==> src/rtl/lcd_pkg.sv <==
// Shared encodings and HD44780 command constants for the LCD refresh controller.
package lcd_pkg;

    typedef enum logic [2:0] {
        PWRUP,
        INIT,
        L1_ADDR,
        L1_CHAR,
        L2_ADDR,
        L2_CHAR
    } state_t;

    typedef enum logic [1:0] {
        PH_IDLE,
        PH_SETUP,
        PH_PULSE,
        PH_HOLD
    } phase_t;

    localparam logic [7:0] CMD_FUNC_SET = 8'h38;
    localparam logic [7:0] CMD_DISP_ON  = 8'h0C;
    localparam logic [7:0] CMD_CLEAR    = 8'h01;
    localparam logic [7:0] CMD_ENTRY    = 8'h06;
    localparam logic [7:0] LINE1_ADDR   = 8'h80;
    localparam logic [7:0] LINE2_ADDR   = 8'hC0;
    localparam int         INIT_CMDS      = 4;
    localparam int         CHARS_PER_LINE = 16;

    function automatic logic [7:0] init_cmd(input logic [1:0] i);
        case (i)
            2'd0:    init_cmd = CMD_FUNC_SET;
            2'd1:    init_cmd = CMD_DISP_ON;
            2'd2:    init_cmd = CMD_CLEAR;
            default: init_cmd = CMD_ENTRY;
        endcase
    endfunction

endpackage

==> src/rtl/lcd_byte_phy.sv <==
// One LCD byte write: SETUP 1 cycle, EN high EN_CYC, then HOLD of CMD_CYC or CLR_CYC.
// start is taken only while idle; done flags the last HOLD cycle.
module lcd_byte_phy
    import lcd_pkg::*;
#(
    parameter int EN_CYC  = 16,
    parameter int CMD_CYC = 2500,
    parameter int CLR_CYC = 100000
) (
    input  logic       rst,
    input  logic       cpu_clk,
    input  logic       start,
    input  logic       rs,
    input  logic [7:0] data,
    input  logic       long_wait,
    output logic       busy,
    output logic       done,
    output logic       LCD_EN,
    output logic       LCD_RS,
    output logic [7:0] LCD_DATA
);
    localparam int MAX_WAIT = (CLR_CYC > CMD_CYC) ? CLR_CYC : CMD_CYC;
    localparam int MAX_CNT  = (MAX_WAIT > EN_CYC) ? MAX_WAIT : EN_CYC;
    localparam int CW       = $clog2(MAX_CNT + 1);

    phase_t          phase;
    logic [CW-1:0]   cnt;
    logic [CW-1:0]   hold_last;
    logic            long_r;

    assign hold_last = long_r ? CW'(CLR_CYC - 1) : CW'(CMD_CYC - 1);
    assign busy      = (phase != PH_IDLE);
    assign done      = (phase == PH_HOLD) && (cnt == hold_last);

    // LCD_DATA/LCD_RS are loaded only on acceptance, so they hold through HOLD.
    always_ff @(posedge cpu_clk or negedge rst) begin
        if (!rst) begin
            phase    <= PH_IDLE;
            cnt      <= '0;
            long_r   <= 1'b0;
            LCD_EN   <= 1'b0;
            LCD_RS   <= 1'b0;
            LCD_DATA <= 8'h00;
        end else begin
            case (phase)
                PH_IDLE: begin
                    if (start) begin
                        phase    <= PH_SETUP;
                        LCD_RS   <= rs;
                        LCD_DATA <= data;
                        long_r   <= long_wait;
                    end
                end
                PH_SETUP: begin
                    phase  <= PH_PULSE;
                    LCD_EN <= 1'b1;
                    cnt    <= '0;
                end
                PH_PULSE: begin
                    if (cnt == CW'(EN_CYC - 1)) begin
                        phase  <= PH_HOLD;
                        LCD_EN <= 1'b0;
                        cnt    <= '0;
                    end else begin
                        cnt <= cnt + 1'b1;
                    end
                end
                PH_HOLD: begin
                    if (cnt == hold_last) begin
                        phase <= PH_IDLE;
                        cnt   <= '0;
                    end else begin
                        cnt <= cnt + 1'b1;
                    end
                end
                default: phase <= PH_IDLE;
            endcase
        end
    end

endmodule

==> src/rtl/lcd_refresh_ctrl.sv <==
// HD44780 2x16 controller: CPU-visible 32-byte buffer (1-cycle read), power-up init,
// then endless refresh of both lines. CPU access and the refresh FSM never stall each other.
module lcd_refresh_ctrl
    import lcd_pkg::*;
#(
    parameter int PWRUP_CYC = 750000,
    parameter int EN_CYC    = 16,
    parameter int CMD_CYC   = 2500,
    parameter int CLR_CYC   = 100000
) (
    input  logic        rst,
    input  logic        cpu_clk,
    input  logic        cs,
    input  logic        we,
    input  logic [4:0]  adrs,
    input  logic [15:0] from_cpu,
    output logic [15:0] to_cpu,
    output logic [7:0]  LCD_DATA,
    output logic        LCD_RW,
    output logic        LCD_EN,
    output logic        LCD_RS
);
    localparam int PW = $clog2(PWRUP_CYC + 1);

    logic [7:0]    char_buf [32];
    state_t        state;
    logic [PW-1:0] pw_cnt;
    logic [1:0]    init_idx;
    logic [4:0]    idx;
    logic          start;
    logic          rs;
    logic [7:0]    cmd;
    logic [7:0]    phy_data;
    logic          long_wait;
    logic          phy_busy;
    logic          done;
    logic          unused_bits;

    assign LCD_RW      = 1'b0;
    assign unused_bits = ^{from_cpu[15:8], phy_busy};

    // Characters are read live here and captured by the phy as SETUP begins.
    assign phy_data  = rs ? char_buf[idx] : cmd;
    assign long_wait = !rs && (cmd == CMD_CLEAR);

    always_ff @(posedge cpu_clk or negedge rst) begin
        if (!rst) begin
            for (int i = 0; i < 32; i++) char_buf[i] <= 8'h20;
            to_cpu <= 16'h0000;
        end else begin
            if (cs && we) char_buf[adrs] <= from_cpu[7:0];
            to_cpu <= {8'h00, char_buf[adrs]};
        end
    end

    always_ff @(posedge cpu_clk or negedge rst) begin
        if (!rst) begin
            state    <= PWRUP;
            pw_cnt   <= '0;
            init_idx <= '0;
            idx      <= '0;
            start    <= 1'b0;
            rs       <= 1'b0;
            cmd      <= 8'h00;
        end else begin
            start <= 1'b0;
            case (state)
                PWRUP: begin
                    if (pw_cnt == PW'(PWRUP_CYC - 1)) begin
                        state <= INIT;
                        start <= 1'b1;
                        rs    <= 1'b0;
                        cmd   <= init_cmd(2'd0);
                    end else begin
                        pw_cnt <= pw_cnt + 1'b1;
                    end
                end
                INIT: begin
                    if (done) begin
                        start <= 1'b1;
                        if (init_idx == 2'(INIT_CMDS - 1)) begin
                            state <= L1_ADDR;
                            cmd   <= LINE1_ADDR;
                        end else begin
                            init_idx <= init_idx + 2'd1;
                            cmd      <= init_cmd(init_idx + 2'd1);
                        end
                    end
                end
                L1_ADDR: begin
                    if (done) begin
                        state <= L1_CHAR;
                        start <= 1'b1;
                        rs    <= 1'b1;
                    end
                end
                L1_CHAR: begin
                    if (done) begin
                        start <= 1'b1;
                        idx   <= idx + 5'd1;
                        if (idx == 5'(CHARS_PER_LINE - 1)) begin
                            state <= L2_ADDR;
                            rs    <= 1'b0;
                            cmd   <= LINE2_ADDR;
                        end
                    end
                end
                L2_ADDR: begin
                    if (done) begin
                        state <= L2_CHAR;
                        start <= 1'b1;
                        rs    <= 1'b1;
                    end
                end
                L2_CHAR: begin
                    if (done) begin
                        start <= 1'b1;
                        idx   <= idx + 5'd1;
                        if (idx == 5'd31) begin
                            state <= L1_ADDR;
                            rs    <= 1'b0;
                            cmd   <= LINE1_ADDR;
                        end
                    end
                end
                default: state <= PWRUP;
            endcase
        end
    end

    lcd_byte_phy #(
        .EN_CYC  (EN_CYC),
        .CMD_CYC (CMD_CYC),
        .CLR_CYC (CLR_CYC)
    ) u_phy (
        .rst       (rst),
        .cpu_clk   (cpu_clk),
        .start     (start),
        .rs        (rs),
        .data      (phy_data),
        .long_wait (long_wait),
        .busy      (phy_busy),
        .done      (done),
        .LCD_EN    (LCD_EN),
        .LCD_RS    (LCD_RS),
        .LCD_DATA  (LCD_DATA)
    );

endmodule
==> config.mk <==
export PLATFORM = sky130hd
export DESIGN_NAME = lcd_refresh_ctrl
export DESIGN_NICKNAME = d
export VERILOG_FILES = /design/src/rtl/lcd_pkg.sv /design/src/rtl/lcd_byte_phy.sv /design/src/rtl/lcd_refresh_ctrl.sv
export SDC_FILE = /design/constraint.sdc
export NUM_CORES = 1
export LEC_CHECK = 0
export ABC_AREA = 0
export CORE_UTILIZATION = 40
export DETAILED_ROUTE_END_ITERATION = 7
export GPL_TIMING_DRIVEN = 0
export PLACE_DENSITY = 0.63
export SYNTH_ARGS = -nofsm -noshare
export SYNTH_HDL_FRONTEND = slang
export SYNTH_SLANG_ARGS = --single-unit
==> constraint.sdc <==
create_clock -name cpu_clk -period 2.3 [get_ports cpu_clk]
set_input_delay 0.345 -clock cpu_clk [delete_from_list [all_inputs] [get_ports cpu_clk]]
set_output_delay 0.345 -clock cpu_clk [all_outputs]
set_load 0.01 [all_outputs]
# Yosys cells after proc, flatten, opt, wreduce, memory -nomap -nowiden
# Cells that the tools add are included.
dict set report totals {
  output_inout_bits 27
  regBits 334
  inputBits 25
}
dict set report classes {
  reduce_logical 24
  add_sub_neg 4
  magnitude_cmp 3
  bitwise_logic 4
  eq_ne 30
  mux 49
}
# op n
set ops {}
lappend ops {{bitwise mux 256 bit} 1}
lappend ops {{2-to-1 mux 8 bit} 13}
lappend ops {{binary-select mux 8 bit (select 5 bit)} 2}
lappend ops {{2-to-1 mux 17 bit} 3}
lappend ops {{one-hot mux 17 bit (3 select lines)} 1}
lappend ops {{demux 8 bit (select 5 bit)} 1}
lappend ops {{one-hot mux 8 bit (4 select lines)} 1}
lappend ops {{2-to-1 mux 3 bit} 9}
lappend ops {{inequality test 2 bit, second input constant} 11}
lappend ops {{adder 20 x 1 -> 20 bit, second input constant} 1}
lappend ops {{equality test 20 bit, second input constant} 1}
lappend ops {{one-hot mux 3 bit (6 select lines)} 1}
lappend ops {{one-hot mux 6 bit (3 select lines)} 1}
lappend ops {{adder 17 x 1 -> 17 bit, second input constant} 1}
lappend ops {{equality test 17 bit} 1}
lappend ops {{equality test 17 x 4 -> 1 bit, second input constant} 1}
lappend ops {{AND reduction 7 bit} 2}
lappend ops {{greater-or-equal comparator 6 bit, second input constant} 2}
lappend ops {{NOT 5 -> 6 bit} 2}
lappend ops {{2-to-1 mux 1 bit} 9}
lappend ops {{AND reduction 9 bit} 1}
lappend ops {{equality test 2 bit, second input constant} 4}
lappend ops {{equality test 8 x 1 -> 1 bit, second input constant} 1}
lappend ops {{one-hot mux 2 bit (4 select lines)} 1}
lappend ops {{other kinds (25)} 43}

# Logic depth before layout (Yosys ltp)
dict set report logic_depth {
  word_depth 6
  mapped_depth 8
  depth_no_buf 7
}

# Hierarchy
# From an unflattened synthesis, not the netlist that was laid out.
dict set report hier_totals {
  hier_cells 1328
  area_unflattened_um2 17763.3
}
# mod area_per_inst_um2 cells_each instances
set modules_own_cells {}
lappend modules_own_cells {lcd_refresh_ctrl 16174.3 1169 1}
lappend modules_own_cells {lcd_byte_phy 1589.0 159 1}

# Worst setup path before layout
# Ideal clock, no wire load.
dict set report synth_timing {
  path_kind {register to register}
  startpoint {reg idx[2]}
  endpoint {reg state[1]}
  path_stages_with_launch 9
  period_less_slack_ns 2.253
  setup_slack_ns 0.047
  arrival_ns 2.173
  path_cell_list {dfrtp_1 > clkbuf_1 > clkbuf_1 > and3_1 > ha_1 > nor2b_1 > a22o_1 > or4_1 > mux2i_1}
}
dict set report synth_between {
  elab_chain_len 3
}
# item line
set synth_lines {}
lappend synth_lines {{start: declaration} lcd_refresh_ctrl.sv:29} ;# logic [4:0] idx;
lappend synth_lines {{start signal: assignment} lcd_refresh_ctrl.sv:100} ;# idx <= idx + 5'd1;
lappend synth_lines {{start signal: assignment} lcd_refresh_ctrl.sv:118} ;# idx <= idx + 5'd1;
lappend synth_lines {{equality test 5 bit / equality test 5 x 4 -> 1 bit (equally long branches)} {lcd_refresh_ctrl.sv:119, lcd_refresh_ctrl.sv:101}}
lappend synth_lines {{inequality test 2 bit (no line)} -}
lappend synth_lines {{AND reduction 9 bit (no line) (*)} -}
lappend synth_lines {{end signal: assignment} lcd_refresh_ctrl.sv:110} ;# state <= L2_CHAR;
lappend synth_lines {{end signal: assignment} lcd_refresh_ctrl.sv:120} ;# state <= L1_ADDR;
lappend synth_lines {{end signal: assignment} lcd_refresh_ctrl.sv:126} ;# default: state <= PWRUP;
lappend synth_lines {{end: declaration} lcd_refresh_ctrl.sv:26} ;# state_t state;
# Mark *: on every way between the ends. The rest lies on a longest branch, timed or not.
# A chain may end at the register's enable or synchronous reset.

# Worst setup path in the final report
dict set report layout_timing {
  startpoint {in cs}
  endpoint {reg char_buf[248] in the netlist's numbering}
}
dict set report layout_between {
  elab_chain_len 1
}
# item line
set layout_lines {}
lappend layout_lines {{start: declaration} lcd_refresh_ctrl.sv:13} ;# input logic cs,
lappend layout_lines {{logical AND 1 bit} lcd_refresh_ctrl.sv:51} ;# if (cs && we) char_buf[adrs] <= from_cpu[7:0];
lappend layout_lines {{end signal: indexed assignment} lcd_refresh_ctrl.sv:51}
lappend layout_lines {{end: declaration} lcd_refresh_ctrl.sv:25} ;# logic [7:0] char_buf [32];
# Every way passes these cells.

==> qor.txt <==
initial antenna violation count: 4
drt via density: 6.28
total CTS buffers: 39
post-route setup TNS: -532 ps
Crit Path Max Fanout: 8
area of the multi-input gates: 0.00908 sq mm
met1 WL: 23,100 microns
drt drc: 0
total length of routed met3 wires: 5040 microns
worst setup margin: -77.2 ps
Period minus WS final: 2380 ps
Clk pin slew, worst setup/hold paths: 60 ps
gpl congestion: 0.982
flops & latches, synth: 333
failing checks: negative setup slack
CP required: 2740 ps
first-pass GRT wire length: 83,500 microns
final period utilization: 103%
Place WS: -1070 ps
Initial Util: 40.8%
share of layout cells above drive strength 1: 44.2%
Synth Warn #: 0
Skew-Pair Late Insertion Delay: 600 ps
top routing layer in use: met4
Cell Area, Synth: 0.0176 sq mm
Reg area: 0.00838 sq mm
post-layout util: 48.1%
Post-synth EDFFs: 0
design area: 0.0208 sq mm
RSZ-0062 raised after global routing: true
# clock sinks: 333
Post-layout nets: 1,432
maxcap violations: 0
die width: 212 microns
Final setup viols: 15
Hold/Removal Path Class: input port to async pin
Final Hold Viols: 0
WS Path Type: input port to register
Remaining Overflow, GRT: 0
CP startpoint kind: input port
DP Area: 0.0188 sq mm
worst-margin pin slew: 1130 ps
vias in the first global route: 12,400
achievable frequency: 421 MHz
drt total wl: 56,100 microns
die area: 0.0449 sq mm
largest net degree at the start of global routing: 115
Syn-to-layout area delta: 18.1%
PortBufs: 32
fill cell count: 3,770
DRT Pass-1 Iters: 8
sequential-to-total area share from yosys stat: 47.5%
GRT Total Usage: 25.8%
CTS root buffer: clkbuf_16
post-DR wirelength/cell: 27.9 microns
Leakage: 8.69 nW
routed wl met2: 25,200 microns
status: finished with violations
cells after synthesis: 1,289
Final HPWL DP: 38,500 microns
total power: 16.0 mW
core area: 0.0433 sq mm
DRT iter0 DRCs: 1,557
P per Cell Area: 768 mW/mm^2
syn avg cell area: 13.7 sq um
IO Count: 52
Chip Height: 212 microns
count of final max-slew check failures: 0
ys flop type: dfrtp_1
Max clock buf depth: 3
htree depth: 2
fraction of registers with async set/reset: 100%
CP Capture Type: register
CTS tree: yes
Rel. slew slack: 24.6%
maximum VDD drop: 0.413 mV
clock skew: 39.4 ps
DR vias: 12,600
library cells used by synthesis: 68
antenna viol nets, final: 0
num rows: 76
Critical Path AT: 2820 ps
## worst max-delay path: stages
cell and delay [ps]:
clkdlybuf4s50_1 480, nand2_1 130, nor3_2 820, nand2_1 600, mux2_2 430
## synth_stat cells (all sizes together) (10+ instances only)
cell,count,area (sq um)
or3,10,62.6
nand2,66,248
nand4,24,150
nor2,48,180
o21ai,31,155
mux2i,13,130
o211ai,14,119
nor3,15,95.1
buf,31,171
mux2,259,2920
a22oi,39,293
dfrtp,301,7530
nor4,15,100
ha,15,188
xnor2,16,140
inv,19,71.3
clkbuf,68,256
dfstp,32,841
mux4,128,2880
a22o,11,96.3
nand3,20,100
## final timing paths
path                            from                end  slack, ps  cells past startpoint
min in group cpu_clk       pw_cnt[3]          pw_cnt[3]        470                      1
setup / recovery                  cs      char_buf[248]        -80                      5
hold / removal                   rst      char_buf[112]        370                      2
setup reg to reg              idx[1]  u_phy.LCD_DATA[2]        -20                      5
hold reg to reg            pw_cnt[3]          pw_cnt[3]        470                      1
max in group asynchronous        rst       char_buf[26]        340                      4
## cell type report
cell class / count / area share [%]
Inverter: 19 / 0.342
Tap cell: 585 / 3.51
Clock inverter: 16 / 1.54
Clock buffer: 56 / 5.38
Sequential cell: 333 / 40.2
Timing Repair Buffer: 58 / 2.73
Multi-Input combinational cell: 846 / 43.6
Antenna cell: 1 / 0.0120
Buffer: 95 / 2.69
## what timing repair did
action / 4_1_cts / 5_1_grt
resized for setup: 90 / 68
endpoints found under the hold margin: 101 / 0
endpoints found under the setup margin: 227 / 366
cloned: 0 / 0
hold buffers: 1 / 0
setup buffers: 6 / 17
pin swaps: 2 / 3
## power by group
| group | switching (mW) | leakage, nW | total [mW] | internal [mW] |
|---|---|---|---|---|
| clock | 2.64 | 0.704 | 6.95 | 4.32 |
| sequential | 0.452 | 4.36 | 7.00 | 6.54 |
| combinational | 0.966 | 3.63 | 2.05 | 1.08 |
| total | 4.05 | 8.69 | 16.0 | 11.9 |
## cell usage in the layout, fill, tap and decap left out, drive strengths merged, types with 4 or more instances in the layout
cell type,n
dfrtp,301
mux2,259
mux4,128
clkbuf,118
nand2,66
buf,59
nor2,48
a22oi,39
dfstp,32
clkdlybuf4s50,31
o21ai,31
nand4,24
nand3,20
inv,20
xnor2,16
ha,15
nor3,15
nor4,15
o211ai,14
mux2i,13
a22o,11
or3,10
and3,9
o311ai,9
conb,9
nor2b,8
a221oi,8
bufinv,8
xor2,7
and2,7
clkinv,7
a21oi,6
a31oi,6
or2,5
a2bb2oi,4
nor4b,4
## routing by layer
| metal | up-vias | GRT usage [%] |
|---|---|---|
| met4 | 0 | 12.7 |
| met2 | 622 | 37.9 |
| met3 | 160 | 5.44 |
| li1 | 5154 | - |
| met1 | 6673 | 36.1 |
| met5 | - | 0 |
## logic make-up (layout without fill, tap and decap cells)
kind of cell             after synthesis  after routing  share of synthesized area [%]
adder cells (fa/ha/maj)               15             15                           1.06
AO/OA/AOI/OAI                        149            149                           6.21
other                                  1             10                         0.0213
XOR/XNOR                              23             23                           1.14
flip-flops                           333            333                           47.5
multiplexers                         400            400                           33.6
AND/OR/NAND/NOR                      250            250                           7.63
buffers and inverters                118            244                           2.83
## sequential cells by signal (all words and copies together) (netlist names), 2 cells and up
| signal | count |
|---|---|
| pw_cnt | 20 |
| u_phy.LCD_DATA | 8 |
| char_buf | 256 |
| u_phy.phase | 2 |
| to_cpu | 8 |
| state | 3 |
| cmd | 7 |
| init_idx | 2 |
| u_phy.cnt | 17 |
| idx | 5 |
## stage by stage
stage                     instances  hold WS, ps
after floorplan                1297         49.4
after global placement         1914          456
after detailed placement       1916          458
after CTS                      1994          470
after global routing           2008          453
final                          2009          372
Note: power is estimated with default switching activity, not from simulation.
